[src/rtl/alu_issue_queue.sv]
// alu_issue_queue: in-order FIFO of {op1,op2,oprn,dst} (in_*) feeding an external combinational ALU (alu_*), with one registered result slot (res_*), occupancy count_o, sync flush_i and async rst_i.
module alu_issue_queue #(
  parameter int DEPTH = 4,
  parameter int DST_W = 5
) (
  input  logic                     clk_i,
  input  logic                     rst_i,
  input  logic                     flush_i,
  input  logic                     in_valid_i,
  output logic                     in_ready_o,
  input  logic [31:0]              in_op1_i,
  input  logic [31:0]              in_op2_i,
  input  logic [5:0]               in_oprn_i,
  input  logic [DST_W-1:0]         in_dst_i,
  output logic [31:0]              alu_op1_o,
  output logic [31:0]              alu_op2_o,
  output logic [5:0]               alu_oprn_o,
  input  logic [31:0]              alu_out_i,
  input  logic                     alu_zero_i,
  output logic                     res_valid_o,
  input  logic                     res_ready_i,
  output logic [31:0]              res_data_o,
  output logic                     res_zero_o,
  output logic [DST_W-1:0]         res_dst_o,
  output logic [$clog2(DEPTH):0]   count_o
);
  localparam int AW = $clog2(DEPTH);
  localparam logic [AW:0] FULL = (AW+1)'(DEPTH);
  logic [31:0]      op1_q  [DEPTH];
  logic [31:0]      op2_q  [DEPTH];
  logic [5:0]       oprn_q [DEPTH];
  logic [DST_W-1:0] dst_q  [DEPTH];
  logic [AW-1:0]    wptr_q, wptr_d, rptr_q, rptr_d;
  logic [AW:0]      count_q, count_d;
  logic             res_valid_q, res_valid_d, res_zero_q, res_zero_d;
  logic [31:0]      res_data_q, res_data_d;
  logic [DST_W-1:0] res_dst_q, res_dst_d;
  logic             busy, enq, fire, deq;
  always_comb begin
    busy        = count_q != '0;
    in_ready_o  = count_q < FULL;
    enq         = in_valid_i && in_ready_o && !flush_i;
    fire        = busy && (!res_valid_q || res_ready_i);
    deq         = fire && !flush_i;
    alu_op1_o   = busy ? op1_q[rptr_q] : '0;
    alu_op2_o   = busy ? op2_q[rptr_q] : '0;
    alu_oprn_o  = busy ? oprn_q[rptr_q] : '0;
    wptr_d      = flush_i ? '0 : wptr_q + AW'(enq);
    rptr_d      = flush_i ? '0 : rptr_q + AW'(deq);
    count_d     = flush_i ? '0 : count_q + (AW+1)'(enq) - (AW+1)'(deq);
    res_valid_d = flush_i ? 1'b0 : fire ? 1'b1 : res_ready_i ? 1'b0 : res_valid_q;
    res_data_d  = deq ? alu_out_i : res_data_q;
    res_zero_d  = deq ? alu_zero_i : res_zero_q;
    res_dst_d   = deq ? dst_q[rptr_q] : res_dst_q;
  end
  always_ff @(posedge clk_i or posedge rst_i) begin
    if (rst_i) begin
      wptr_q      <= '0;
      rptr_q      <= '0;
      count_q     <= '0;
      res_valid_q <= 1'b0;
      res_data_q  <= '0;
      res_zero_q  <= 1'b0;
      res_dst_q   <= '0;
    end else begin
      wptr_q      <= wptr_d;
      rptr_q      <= rptr_d;
      count_q     <= count_d;
      res_valid_q <= res_valid_d;
      res_data_q  <= res_data_d;
      res_zero_q  <= res_zero_d;
      res_dst_q   <= res_dst_d;
    end
  end
  always_ff @(posedge clk_i) begin
    if (enq) begin
      op1_q[wptr_q]  <= in_op1_i;
      op2_q[wptr_q]  <= in_op2_i;
      oprn_q[wptr_q] <= in_oprn_i;
      dst_q[wptr_q]  <= in_dst_i;
    end
  end
  assign res_valid_o = res_valid_q;
  assign res_data_o  = res_data_q;
  assign res_zero_o  = res_zero_q;
  assign res_dst_o   = res_dst_q;
  assign count_o     = count_q;
endmodule

[config.mk]
export PLATFORM = sky130hd
export DESIGN_NAME = alu_issue_queue
export DESIGN_NICKNAME = d
export VERILOG_FILES = /design/src/rtl/alu_issue_queue.sv
export SDC_FILE = /design/constraint.sdc
export NUM_CORES = 1
export LEC_CHECK = 0
export BUFFER_PORTS_ARGS = -buffer_cell sky130_fd_sc_hd__buf_2
export CORE_AREA = 2 2 213 215
export CTS_CLUSTER_SIZE = 40
export DETAILED_ROUTE_END_ITERATION = 10
export DIE_AREA = 0 0 215 217
export PLACE_DENSITY = 0.53
export SKIP_LAST_GASP = 1
export SYNTH_ARGS = -nofsm -noshare
export SYNTH_HDL_FRONTEND = slang
export SYNTH_SLANG_ARGS = --single-unit
[constraint.sdc]
create_clock -name clk_i -period 8.4 [get_ports clk_i]
set_input_delay 1.26 -clock clk_i [delete_from_list [all_inputs] [get_ports clk_i]]
set_output_delay 1.26 -clock clk_i [all_outputs]
set_load 0.05 [all_outputs]
# Yosys cells after proc, flatten, opt, wreduce, memory -nomap -nowiden
# Memory sizes are Yosys's and may differ from the RTL's. A register that Yosys moved wholly into a read port is not among the register bits.
# Index checks and enable logic that the tools add are counted.
classes:
  add_sub_neg: 4
  magnitude_cmp: 1
  muxes: 11
  reduce_logical: 9
op_table:
  columns: ["cell", "count"]
  rows:
  - ["$mux W32", 2]
  - ["$mux W6", 1]
  - ["$reduce_bool A3 Y1", 2]
  - ["$mux W1", 5]
  - ["$add A2 B1 Y2", 2]
  - ["$logic_and A1 B1 Y1", 4]
  - ["$mux W2", 2]
  - ["$add A3 B1 Y3", 1]
  - ["$lt A3 B3 Y1 const B", 1]
  - ["$mux W3", 1]
  - ["$sub A3 B1 Y3", 1]
  - ["$logic_not A1 Y1", 2]
  - ["$logic_or A1 B1 Y1", 1]
word_totals:
  register_bits: 41
  mem_bits_rw: 300
  inputBits: 113
  out_inout_bits: 113
  elab_cells: 35
  n_memories: 4
mem_list:
  columns: ["name", "depth", "word_bits", "read_ports", "rd_ports_with_merged_regs", "wr", "line", "text"]
  rows:
  - ["op1_q", 4, 32, 1, 0, 1, "29", "logic [31:0] op1_q [DEPTH];"]
  - ["op2_q", 4, 32, 1, 0, 1, "30", "logic [31:0] op2_q [DEPTH];"]
  - ["oprn_q", 4, 6, 1, 0, 1, "31", "logic [5:0] oprn_q [DEPTH];"]
  - ["dst_q", 4, 5, 1, 1, 1, "32", "logic [DST_W-1:0] dst_q [DEPTH];"]

# Longest topological paths before layout
# Gate-level depths: netlist (run 1).
depth:
  word_depth: 6
  depth_mapped: 10
  mapped_depth_nobuf: 9

# Worst setup path after synthesis (run 1)
# No wires, ideal clock.
synth_path:
  path_kind: "in2reg"
  start: "input flush_i"
  end: "memory dst_q[0][0], enable pin"
  setup_ps: 616
  arrival_ps: 7308
  required_ps: 7784
  path_slack_ps: 476
  path_stages: 3
  path_buffers: 1
  cell_sequence: "buf_1 > nor3b_2 > nor3b_1"
synth_between:
  elab_chain_cells: 4
synth_lines:
  columns: ["element", "line", "text"]
  rows:
  - ["from (decl)", "8", "input logic flush_i,"]
  - ["$logic_not A1 Y1", "42", "enq = in_valid_i && in_ready_o && !flush_i;"]
  - ["$logic_and A1 B1 Y1", "42", null]
  - ["$mux W1", "76", "if (enq) begin"]
  - ["$mux W1 (implied by the code)", "80", "dst_q[wptr_q] <= in_dst_i;"]
  - ["to (decl)", "32", null]
# Every way passes these cells.

# Worst setup path after layout (run 1)
layout_path:
  start: "register rptr_q[0]"
  end: "output alu_op2_o[10]"
layout_between:
  elab_chain_cells: 2
layout_lines:
  columns: ["element", "line", "text"]
  rows:
  - ["from (decl)", "33", "logic [AW-1:0] wptr_q, wptr_d, rptr_q, rptr_d;"]
  - ["from (signal assigned)", "67", "rptr_q <= rptr_d;"]
  - ["$mem_v2 Z4 W32", null, null]
  - ["$mux W32", "46", "alu_op2_o = busy ? op2_q[rptr_q] : '0;"]
  - ["to (decl)", "16", "output logic [31:0] alu_op2_o,"]
# Every way passes these cells.

==> qor.yml, run 1 <==
run_status:
  run_status: "finished, final reports clean"
critical_path:
  arrival_ps: 3370
  startpoint_type: "register"
  crit_required_ps: 7140
  crit_path_end_kind: "output port"
  rr_endpoint: "op1_q[1][25]$_DFFE_PP_"
  crit_fanout: 42
  r2r_start: "count_o[2]$_DFF_PP0_"
  critPathKind: "register to output port"
  reg2reg_depth: 4
  r2r_slack_ps: 5290
placed_design:
  gp_congestion: 0.683
  io_buffers: 225
  hpwl_um: 16100
  dp_cells: 1395
grt:
  overflow: 0
  grt_pass1_vias: 6863
  grt_pass1_wl_um: 42500
  antenna_found_initial: 2
  track_usage_pct: 12.2
  grt_start_max_net_pins: 49
clock_network:
  cts_tree: "done"
  clockRootBuffer: "clkbuf_16"
  cts_max_path_buffers: 3
  post_cts_buffers: 0
  hold_buffers: 0
  clock-sinks: 346
  post_cts_resize_count: 0
  htree_num_levels: 2
  clock_latency_ps: 540
  cts_buffers: 40
  path_clk_slew_ps: 60
synth:
  ys_ff_latch: 346
  syn_inst: 588
  syn_avg_cell_area_um2: 22.4
  syn_area_um2: 13200
  ys_types: 24
  synth_warnings: 0
  synth_nets: 705
  ys_seq_area_share_pct: 77.1
worst_hold_path:
  hp-class: "register to register"
  worst_hold_startpoint: "res_data_o[18]$_DFFE_PP0P_"
  min_to: "res_data_o[18]$_DFFE_PP0P_"
  min_path_cells: 1
route:
  drc: 0
  drt_pass1_iterations: 4
  wire_per_inst_um: 19.3
  route.vias.total: 6406
  wl_um: 28300
  viasPerCell: 4.38
  drtIter0Drc: 333
  ant_nets: 0
pwr:
  internal-power_mw: 3.73
  clkPwrFrac_pct: 28.3
  power_switching_mw: 2.34
  seqPwrFrac_pct: 35.5
  power.density_nw_per_um2: 373
  ir_drop_v: 0.000205
  combPwrFrac_pct: 36.2
  leakage_nw: 5.71
  swShare_pct: 38.6
final_layout:
  syn_to_final_growth_pct: 23.5
  fillers: 4273
  drive_above_1_share_pct: 47.9
  fin_cells: 1464
  diodes: 0
  nNetsFinal: 954
timing:
  setup_viol: 0
  setup_tns_ps: 0
  slew_violations: 0
  worst_pin_slew_ps: 1050
  fmax_mhz: 216
  min_period_over_period_pct: 55.2
  hold_viol: 0
  slew_headroom_pct: 30.1
  period_minus_slack_ps: 4630
  grt_setup_unrepaired: "false"
  fin_worst_skew_ps: 17.7
die:
  die_area_um2: 46700
  num_rows: 78
  core_area_um2: 44700
  initial_core_util_pct: 29.5
  ios: 226
  die_h_um: 217
  fp.dieW_um: 215
run:
  drv_cap: 0
[per-layer routing]
layer | track usage, % | share of wire [%] | routed length (um) | vias up
li1 | - | - | - | 2867
met3 | 3.55 | 6.9 | 1940 | 51
met5 | 0 | 0.081 | 23 | -
met4 | 4.60 | 2.6 | 732 | 4
met1 | 15.9 | 44 | 12300 | 3289
met2 | 19.2 | 47 | 13300 | 195
[placed cells by master, fill, tap and decap left out]
cell type   Yosys  final
nor2_4          0      1
and3_4          0      1
buf_2           8    225
clkbuf_1        7      4
edfxtp_1      300    300
and3b_4         0      1
inv_1           3      2
clkinvlp_4      0      4
clkinv_1        0      9
nor3_4          2      2
inv_2           0      1
mux2_4          7      7
nor2b_1        75     75
nand2_1         1      1
fa_1            1      1
ha_1            3      3
bufinv_16       0      5
xor2_1          1      1
xnor2_1         4      4
dfrtp_1        46     44
nor3b_2         1      2
clkbuf_16       0     41
clkinv_4        0      1
nor2_1          6      5
inv_6           0      2
clkinv_2        0      3
mux2_2         31     31
nor4_1          1      1
buf_4           1     10
dfrtp_4         0      2
mux4_2         75     75
[power by group through the flow]
stage                     sequential (mW)  combinational (mW)  clock, mW
after CTS                            2.16                2.24       1.78
after detailed placement             2.20                2.24          0
after global placement               2.19                2.24          0
after global routing                 2.18                2.32       1.85
final                                2.15                2.20       1.72
after floorplan                      2.50                1.42          0
[worst max-delay path, stage by stage (launching register included)]
cell     delay, ps
dfrtp_4        930
buf_4          840
mux4_2         600
nor2b_1        150
buf_2          240
[how the worst max path moves through the flow]
stage | slack, ps | end | start
after global placement | 4130 | alu_op2_o[8] | rptr_q[0]$_DFF_PP0_
after CTS | 3550 | alu_op2_o[10] | rptr_q[0]$_DFF_PP0_
after detailed placement | 4170 | alu_op2_o[8] | rptr_q[0]$_DFF_PP0_
after global routing | 3400 | alu_op2_o[8] | rptr_q[0]$_DFF_PP0_
after floorplan | 480 | dst_q[0][0]$_DFFE_PP_ | flush_i
final | 3770 | alu_op2_o[10] | rptr_q[0]$_DFF_PP0_
[through the flow]
stage                     hold slack (ps)  power, mW  instance area [um^2]  worst slack [ps]  utilization [%]
final                                 501       6.07                 16300              3770             36.4
after global routing                  514       6.36                 16300              3400             36.4
after floorplan                       549       3.92                 13200               476                -
after CTS                             503       6.18                 16300              3550             36.4
after detailed placement              490       4.43                 15000              4170             33.5
after global placement                484       4.43                 15000              4130             33.5
[area by class of cell]
class,instances,area [um^2],area share [%]
clock buffer,45,1040,6.40
clock inverter,24,255,1.57
inverter,3,11.3,0.0692
multi-input combinational,211,2840,17.4
sequential,346,10200,62.5
tap,600,751,4.62
timing repair buffer,235,1200,7.39
[cell usage after synthesis (all sizes together)]
cell type    n  area [um^2]
and3b        1         8.76
xor2         1         8.76
inv          3         11.3
xnor2        4         35.0
mux2        38          454
clkbuf       7         26.3
dfrtp       46         1150
nor3         2         32.5
mux4        75         1690
nor2         6         22.5
nor2b       75          469
edfxtp     300         9010
nand2        1         3.75
fa           1         20.0
nor3b        2         20.0
ha           3         37.5
and3         1         6.26
nor4         1         6.26
buf         21          160
[logic make-up (layout without fill, tap and decap cells)]
| group | after synthesis | in the layout | share of synthesized area (%) |
|---|---|---|---|
| flops | 346 | 346 | 77.1 |
| mux | 113 | 113 | 16.3 |
| simple gates | 89 | 89 | 4.32 |
| buf+inv | 31 | 307 | 1.50 |
| xor+xnor | 5 | 5 | 0.332 |
| fa+ha+maj | 4 | 4 | 0.437 |
[sequential cells by signal, indices dropped and copies added, names as in the netlist]
name         flops
count_o          3
dst_q           20
op1_q          128
op2_q          128
oprn_q          24
res_data_o      32
res_dst_o        5
res_valid_o      1
res_zero_o       1
rptr_q           2
wptr_q           2
Power figures use the tool's default switching activity.
==> inputs of run 2 (changes only) <==
Settings changed: ABC_AREA from default to 1, CORE_AREA 2 2 213 215 to 2 2 222 224, DIE_AREA 0 0 215 217 to 0 0 224 226, PLACE_DENSITY 0.53 to 0.52.
Clock period 8.4 ns to 4.3 ns, I/O delays scaled along.
==> run 2 against run 1 <==
Compared with the run above: sequential share of layout area shrank 3.9 points; first-iteration DRC count grew 31%; clock skew shrank 2.9 ps; critical path depth is 3 higher; final cell count increased by 51%; synthesized area grew 8.3%; largest power group unchanged; clock-buffer cell count is 8 higher.
==> qor.yml, run 2 <==
run_status:
  run_status: "finished, final reports clean"
timing:
  setup_viol: 0
  grt_setup_unrepaired: "false"
  hold_viol: 0
  worst_pin_slew_ps: 912
  slew_headroom_pct: 39.2
  min_period_over_period_pct: 82.4
  slew_violations: 0
  setup_ws_ps: 756
  period_minus_slack_ps: 3540
  fin_worst_skew_ps: 14.7
  fmax_mhz: 282
synth:
  synth_edf_count: 300
  syn_area_um2: 14300
  ys_types: 20
  syn_inst: 1329
  dominantRegCellSynth: "edfxtp_1"
  synth_common_cells: "nand2_1, edfxtp_1, inv_1"
  yosys-top-cells-area: "edfxtp_1, nand2_1, dfrtp_1, inv_1, nand3_1"
  async_flop_share_pct: 13.3
  syn_avg_cell_area_um2: 10.7
  yosysMostFrequentCell: "nand2_1"
  synth_nets: 1446
  ys_seq_area_share_pct: 71.2
  synth_warnings: 0
  ys_ff_latch: 346
  synth_top_area_share_pct: 63.2
  yosysTopAreaCell: "edfxtp_1"
route:
  wire_per_inst_um: 15.6
  route.vias.total: 9550
  wl_um: 34400
  drc: 0
  drt_pass1_iterations: 4
  ant_nets: 0
  drtIter0Drc: 437
  viasPerCell: 4.32
placed_design:
  dp_slack_ps: 1300
  dp_cells: 2132
  dpl_cell_area_um2: 16000
  gp_congestion: 0.736
  io_buffers: 225
  hpwl_um: 19200
pwr:
  total_power_mw: 12.5
  leakage_nw: 7.74
  power.density_nw_per_um2: 721
  ir_drop_v: 0.000377
final_layout:
  fin_area_um2: 17300
  nNetsFinal: 1670
  fillers: 4735
  fin_cells: 2209
  final_cell_mix: "nand2_1, edfxtp_1, buf_2"
  syn_to_final_growth_pct: 21.6
  layout_commonest_cell: "nand2_1"
  drive_above_1_share_pct: 20.1
grt:
  overflow: 0
  grt_start_max_net_pins: 76
  grt_pass1_wl_um: 52500
  track_usage_pct: 13.5
  grt_pass1_vias: 9238
  antenna_found_initial: 9
critical_path:
  cpMostUsedCell: "nand2_1"
  r2r_slack_ps: 1990
  arrival_ps: 2900
  crit_buf_inv: 3
  crit_path_end_kind: "output port"
  crit_family: "buffers and inverters"
  r2r_start: "count_o[2]$_DFF_PP0_"
  startpoint_type: "register"
  reg2reg_depth: 4
  critPathLaunch: "rptr_q[0]$_DFF_PP0_"
  cpPeakStageDelay_ps: 720
  path_cells: "inv_4 -> buf_4 -> nand2_1 -> nand2_1 -> nand2_1 -> a21oi_1 -> buf_2"
  crit_fanout: 52
  slowest_stage: "dfrtp_4"
  crit_required_ps: 3650
  rr_endpoint: "op1_q[1][16]$_DFFE_PP_"
  critPathKind: "register to output port"
clock_network:
  cts_buffers: 41
  clockRootBuffer: "clkbuf_16"
  path_clk_slew_ps: 60
  cts_tree: "done"
  cts_max_path_buffers: 3
  htree_num_levels: 2
  post_cts_resize_count: 0
  post_cts_buffers: 0
  clock_latency_ps: 560
  clock-sinks: 346
  hold_buffers: 0
die:
  fp.dieW_um: 224
  initial_core_util_pct: 29.5
  ios: 226
  core_area_um2: 48300
  die_area_um2: 50600
  die_h_um: 226
  num_rows: 81
worst_hold_path:
  hp-class: "primary input to asynchronous set/reset pin"
run:
  drv_cap: 0
## run 2: routing by layer
| layer | wire (um) | global-route usage [%] | vias to the layer above |
|---|---|---|---|
| li1 | - | - | 4725 |
| met1 | 15500 | 17.0 | 4536 |
| met2 | 16000 | 22.3 | 224 |
| met3 | 2160 | 3.88 | 53 |
| met4 | 635 | 4.65 | 12 |
| met5 | 76 | 0 | - |
## run 2: stage by stage
step	hold slack (ps)	setup TNS (ps)	utilization (%)
after floorplan	575	-134610	-
after global routing	271	0	35.9
final	254	0	35.9
after CTS	233	0	35.9
after global placement	456	0	33.1
after detailed placement	460	0	33.1
## run 2: worst register-to-register path, delay by kind of cell, from the launching register on
family	cells	cell delay, ps
DFF	1	390
buffers and inverters	2	860
and+or+nand+nor	2	630
## run 2: worst max-delay path by stage
stage,slack (ps),cells past startpoint,to
after CTS,660,7,alu_oprn_o[5]
after detailed placement,1300,7,alu_oprn_o[5]
after global routing,510,7,alu_oprn_o[5]
after global placement,1310,7,alu_op1_o[6]
after floorplan,-450,3,dst_q[1][0]$_DFFE_PP_
final,760,7,alu_oprn_o[5]
## run 2: kinds of logic after synthesis
family	synth area share (%)
AND/OR/NAND/NOR	18.3
adder cells (fa/ha/maj)	0.404
AO/OA/AOI/OAI	2.60
flip-flops	71.2
XOR/XNOR	0.0614
buffers and inverters	7.44
## run 2: final cells by class
type | instances | area (um^2) | area share [%]
well taps | 622 | 778 | 4.49
clock buffers | 53 | 1140 | 6.60
clock inverters | 23 | 178 | 1.02
diodes | 1 | 2.50 | 0.0144
flip-flops and latches | 346 | 10200 | 58.6
multi-input cells | 742 | 3090 | 17.8
inverters | 176 | 663 | 3.82
repair buffers | 246 | 1320 | 7.62
## run 2: report_power, final
group	internal, mW	total [mW]	switching [mW]	leakage (nW)
clock	2.01	3.37	1.37	0.651
sequential	3.97	4.17	0.193	3.29
combinational	1.04	4.96	3.93	3.80
